## config.mk

```make
export PLATFORM = sky130hd
export DESIGN_NAME = zero_scan
export DESIGN_NICKNAME = d
export VERILOG_FILES = /design/src/rtl/zero_scan.sv
export SDC_FILE = /design/constraint.sdc
export NUM_CORES = 1
export LEC_CHECK = 0
export CAP_MARGIN = 30
export CORE_ASPECT_RATIO = 0.75
export CORE_MARGIN = 8
export CORE_UTILIZATION = 46
export CTS_CLUSTER_DIAMETER = 150
export DETAILED_ROUTE_END_ITERATION = 12
export PLACE_DENSITY = 0.81
export SETUP_SLACK_MARGIN = 0.3
export SKIP_LAST_GASP = 1
export SYNTH_ARGS = -nofsm -noshare
export SYNTH_HDL_FRONTEND = slang
export SYNTH_SLANG_ARGS = --single-unit
```

## constraint.sdc

```tcl
create_clock -name clk -period 3.5 [get_ports clk]
set_input_delay 0.7 -clock clk [delete_from_list [all_inputs] [get_ports clk]]
set_output_delay 0.7 -clock clk [all_outputs]
set_load 0.01 [all_outputs]
```

## src/rtl/zero_scan.sv

```systemverilog
// Multi-cycle zero detector: scans a captured operand CHUNK bits per clock from the LSB.
// Optional trailing-zero count output enabled by defining ZERO_SCAN_TZC_EN.
module zero_scan #(
    parameter int WIDTH = 32,
    parameter int CHUNK = 8
) (
    input  logic             clk,
    input  logic             rst,
    input  logic             start,
    input  logic [WIDTH-1:0] value,
    output logic             busy,
    output logic             done,
    output logic             zero_flag
`ifdef ZERO_SCAN_TZC_EN
    ,
    output logic [$clog2(WIDTH+1)-1:0] tz_count
`endif
);

    localparam int NCHUNK = WIDTH / CHUNK;
    localparam int IDXW   = (NCHUNK > 1) ? $clog2(NCHUNK) : 1;
    localparam int TZW    = $clog2(WIDTH + 1);

    if (WIDTH < 1 || CHUNK < 1 || (WIDTH % CHUNK) != 0) begin : g_bad_params
        $error("zero_scan: CHUNK must be >= 1 and divide WIDTH (WIDTH >= 1)");
    end

    localparam logic [1:0] S_IDLE = 2'd0;
    localparam logic [1:0] S_SCAN = 2'd1;
    localparam logic [1:0] S_DONE = 2'd2;

    logic [1:0]       state;
    logic [IDXW-1:0]  idx;
    logic [WIDTH-1:0] operand;
    logic [CHUNK-1:0] chunk;
    logic             chunk_hit;
    logic             last_chunk;

    always_comb begin
        chunk = operand[int'(idx) * CHUNK +: CHUNK];
    end

    assign chunk_hit  = (chunk != '0);
    assign last_chunk = (idx == IDXW'(NCHUNK - 1));
    assign busy       = (state != S_IDLE);
    assign done       = (state == S_DONE);

`ifdef ZERO_SCAN_TZC_EN
    logic [TZW-1:0] lsb_pos;
    logic [TZW-1:0] tz_hit;

    // Descending walk so the lowest set bit is the final assignment.
    always_comb begin
        lsb_pos = '0;
        for (int unsigned i = CHUNK; i > 0; i--) begin
            if (chunk[i-1]) lsb_pos = TZW'(i - 1);
        end
    end

    assign tz_hit = TZW'(idx) * TZW'(CHUNK) + lsb_pos;
`endif

    always_ff @(posedge clk or posedge rst) begin
        if (rst) begin
            state     <= S_IDLE;
            idx       <= '0;
            operand   <= '0;
            zero_flag <= 1'b1;
`ifdef ZERO_SCAN_TZC_EN
            tz_count  <= TZW'(WIDTH);
`endif
        end else begin
            case (state)
                S_IDLE: begin
                    if (start) begin
                        operand <= value;
                        idx     <= '0;
                        state   <= S_SCAN;
                    end
                end
                S_SCAN: begin
                    if (chunk_hit) begin
                        zero_flag <= 1'b0;
`ifdef ZERO_SCAN_TZC_EN
                        tz_count  <= tz_hit;
`endif
                        state     <= S_DONE;
                    end else if (last_chunk) begin
                        zero_flag <= 1'b1;
`ifdef ZERO_SCAN_TZC_EN
                        tz_count  <= TZW'(WIDTH);
`endif
                        state     <= S_DONE;
                    end else begin
                        idx <= idx + IDXW'(1);
                    end
                end
                S_DONE: begin
                    state <= S_IDLE;
                end
                default: begin
                    state <= S_IDLE;
                end
            endcase
        end
    end

endmodule

```

==> Word-level counts from Yosys, hierarchy flattened <==
Index checks and enable logic that the tools add are counted.
{ "totals": {"regBits": 37, "input_bits": 35} }
{ "op_classes": {"add_sub_neg": 1, "n_eq_ne": 7, "shift": 1, "muxes": 10, "n_reduce_logical": 9} }
{ "op_table": {"columns": ["operator", "count"], "rows": [
  ["indexed part select 32 x 6 -> 8 bit", 1],
  ["2-to-1 mux 2 bit", 6],
  ["case mux 2 bit (2 select lines)", 2],
  ["nonzero test 8 bit", 1],
  ["inequality test 2 bit, second input constant", 3],
  ["AND reduction 2 bit", 3],
  ["nonzero test 2 bit", 3],
  ["== test 2 bit, second input constant", 2],
  ["AND reduction 4 bit", 1],
  ["inequality test 3 bit, second input constant", 1],
  ["adder 2 x 1 -> 2 bit, second input constant", 1],
  ["== test 2 x 1 -> 1 bit, second input constant", 1],
  ["zero test 2 bit", 1],
  ["2-to-1 mux 1 bit", 2]
]} }

==> Longest topological paths before layout <==
{ "logic_depth": {"ltp_word": 4, "depth_mapped": 5} }

==> Least setup slack after synthesis <==
No wires, ideal clock.
{ "synth_timing": {"kind": "input port to flip-flop", "start": "in start", "end": "reg operand[0]", "setup_time_ns": 0.125, "t_arrival_ns": 1.466, "required_ns": 3.375, "setup_slack_ns": 1.909, "cell_stages": 4, "n_path_buf": 1, "path_cell_list": "inv_1 nor2_2 buf_4 mux2_2"} }
{ "synth_via": {"elab_chain_len": 1} }
{ "synth_rtl": {"columns": ["element", "line", "text"], "rows": [
  ["from (decl)", "9", "input logic start,"],
  ["AND reduction 2 bit (no line)", null, null],
  ["to (signal assigned)", "76", "operand <= value;"],
  ["to (decl)", "34", "logic [WIDTH-1:0] operand;"]
]} }
Every way passes these cells.
A chain may end at the register's enable or synchronous reset.

==> Final worst setup path <==
{ "layout_timing": {"start": "reg state[0]", "end": "out busy"} }
{ "layout_via": {"elab_chain_len": 1} }
{ "layout_rtl": {"columns": ["element", "line", "text"], "rows": [
  ["from (decl)", "32", "logic [1:0] state;"],
  ["from (signal assigned)", "65", "state <= S_IDLE;"],
  ["from (signal assigned)", "78", "state <= S_SCAN;"],
  ["from (signal assigned)", "87", "state <= S_DONE;"],
  ["nonzero test 2 bit", "45", "assign busy = (state != S_IDLE);"],
  ["to (decl)", "11", "output logic busy,"]
]} }
Every way passes these cells.

==> qor.yml <==
final_layout:
  final_cell_mix: "37 x clkdlybuf4s50_1, 36 x dfrtp_1, 32 x mux2_2"
  nets: 191
  area_delta_synth_final_pct: 32.2
  diodes: 0
  final_common_cell: "clkdlybuf4s50_1"
  drive_gt1_frac: 0.314
die:
  initial_core_util: 0.477
  die_w_microns: 83.2
  rows: 18
  die_area_sq_mm: 0.00552
  die_y_microns: 66.4
  core_sq_mm: 0.00327
  num_io_pins: 38
route:
  drt_iter0_markers: 23
  drc: 0
  wl_microns: 3310
  detail_route.first_pass.iterations: 4
  vias: 1020
  wl_per_cell_microns: 16.9
  postRouteAntennaNets: 0
  vias_per_cell: 5.20
clocking:
  clk_path_buf_depth: 2
  cts_made_buffers: 5
  cts-root-buf: "clkbuf_8"
  htree_levels: 2
  clock-sinks: 37
  hold_buffers: 0
  post_cts_buffers: 0
  clkLatencyLatePin_ns: 0.28
  cts-resized-gates: 0
  cts.clk_slew.worst_paths_ns: 0.07
  cts_tree: "yes"
timing:
  rsz0062_at_grt: "false"
  max_freq_mhz: 447
  period_share: 0.639
  tightest_slew_ns: 0.672
  final-setup-viol-count: 0
  hold_viol_final: 0
  setup_tns_ns: 0
  maxSlewViolCount: 0
  relSlewSlack: 0.551
  whs_ns: 0.505
  finalCriticalPeriod_ns: 2.24
  clock_skew_ns: 0.00383
logic_synthesis:
  netlist_instances: 111
  syn_area_sq_mm: 0.00156
  syn-num-nets: 147
  ys_warn_count: 0
  ys_seq_elements: 37
  syn_area_per_cell_sq_um: 14.0
  ys_seq_area_frac: 0.596
  yosysUniqueCellTypes: 27
pwr:
  p_leak_nw: 0.852
  p_int_w: 0.000966
  p_per_area_mw_per_mm2: 638
  pwr-share-comb: 0.248
  switching_power_w: 0.000347
  sw_frac_of_total: 0.265
  ir_worst_vdd_uv: 259
  power_frac_clock: 0.210
  power_frac_seq: 0.542
place:
  dp_hpwl_microns: 2550
  globalplace.congestion: 0.791
  io_buffers: 37
setup_path:
  crit_required_ns: 2.80
  start_kind: "flip-flop"
  critPathCaptureType: "output port"
  arrival_ns: 1.54
  r2r_setup_slack_ns: 1.76
  cp_max_fo: 6
  reg2reg_from: "operand[31]$_DFFE_PP0P_"
  reg2reg_depth: 5
  regToRegEndpoint: "idx[0]$_DFFE_PP0P_"
  worst-setup-path-type: "flip-flop to output port"
global_routing:
  overflow: 0
  track_usage: 0.128
  first_global_vias: 1191
  antenna_found_initial: 0
  grt_max_degree: 21
  grt_pass1_wl_microns: 5650
worst_hold_path:
  hp-start: "operand[0]$_DFFE_PP0P_"
  min_to: "operand[0]$_DFFE_PP0P_"
  hold_class: "flip-flop to flip-flop"
  min_path_cells: 1
outcome:
  outcome: "finished, final reports clean"
job:
  cap_viol_max_count: 0
## through the flow
stage                     worst slack [ns]  utilization  area, sq um  power [W]  instances
after detailed placement              1.38        0.605         1980    0.00105        188
after CTS                             1.26        0.630         2060    0.00133        196
after floorplan                       1.91            -         1560   0.000926        111
after global placement                1.43        0.605         1980    0.00101        188
after global routing                  1.21        0.630         2060    0.00140        196
final                                 1.26        0.630         2060    0.00131        196
## registers in the layout, indices dropped and copies added (netlist names)
name,count
operand,32
idx,2
state,2
zero_flag,1
## power groups by stage
| stage | logic (W) | clock network [W] | registers (W) |
|---|---|---|---|
| after floorplan | 0.000244 | 0 | 0.000682 |
| after global placement | 0.000310 | 0 | 0.000704 |
| after detailed placement | 0.000330 | 0 | 0.000719 |
| after CTS | 0.000332 | 0.000286 | 0.000711 |
| after global routing | 0.000355 | 0.000310 | 0.000732 |
| final | 0.000326 | 0.000276 | 0.000711 |
## area by class of cell
| cell class | count | area (sq um) |
|---|---|---|
| flip-flops and latches | 37 | 927 |
| well taps | 40 | 50.0 |
| repair buffers | 40 | 393 |
| inverters | 2 | 7.51 |
| fillers | 248 | 1210 |
| multi-input cells | 69 | 599 |
| clock buffers | 8 | 80.1 |
## critical path, stage by stage, from the launching register on
cell and delay, ns:
dfrtp_1 0.43, or2_2 0.33, clkdlybuf4s50_1 0.50
## kinds of logic (layout without fill, tap and decap cells)
| group | after synthesis | count (layout) | synth area share |
|---|---|---|---|
| flip-flops | 37 | 37 | 0.596 |
| multiplexers | 33 | 33 | 0.238 |
| AND/OR/NAND/NOR | 27 | 27 | 0.101 |
| AO/OA/AOI/OAI | 8 | 8 | 0.0378 |
| buffers and inverters | 5 | 50 | 0.0193 |
| adder cells (fa/ha/maj) | 1 | 1 | 0.00804 |
## per-layer routing
| layer | track usage | wire [microns] |
|---|---|---|
| met1 | 0.160 | 1630 |
| met2 | 0.201 | 1500 |
| met3 | 0.0443 | 162 |
| met4 | 0.0437 | 19 |
| met5 | 0 | 0 |
## worst max-delay path by stage
stage	from	end	slack (ns)	cells after the start
after global routing	state[0]$_DFFE_PP0P_	busy	1.21	2
after CTS	state[0]$_DFFE_PP0P_	busy	1.26	2
after global placement	start	operand[15]$_DFFE_PP0P_	1.43	5
after detailed placement	start	operand[6]$_DFFE_PP0P_	1.38	5
after floorplan	start	operand[0]$_DFFE_PP0P_	1.91	4
final	state[0]$_DFFE_PP0P_	busy	1.26	2
## synthesized netlist by cell type
cell       n  share of area
nor2b_1    2         0.0080
nand3_1    3         0.0096
o21ai_0    2         0.0064
dfrtp_1   36           0.58
a311o_2    1         0.0072
or2_2      1         0.0040
mux2i_1    1         0.0064
nand4b_1   1         0.0056
a31oi_1    1         0.0040
nor3_2     1         0.0064
a31o_2     1         0.0056
or4_1      1         0.0048
inv_1      2         0.0048
nand2_1    3         0.0072
a21oi_1    2         0.0064
dfstp_2    1          0.017
nor3_1     2         0.0064
or4_4      1         0.0072
nor2_1     5          0.012
nor2_2     1         0.0040
nand2b_1   1         0.0040
buf_4      3          0.014
mux2_2    32           0.23
and2_4     1         0.0056
o211ai_2   1         0.0080
nor4_1     4          0.016
ha_1       1         0.0080
Power figures use the tool's default switching activity.
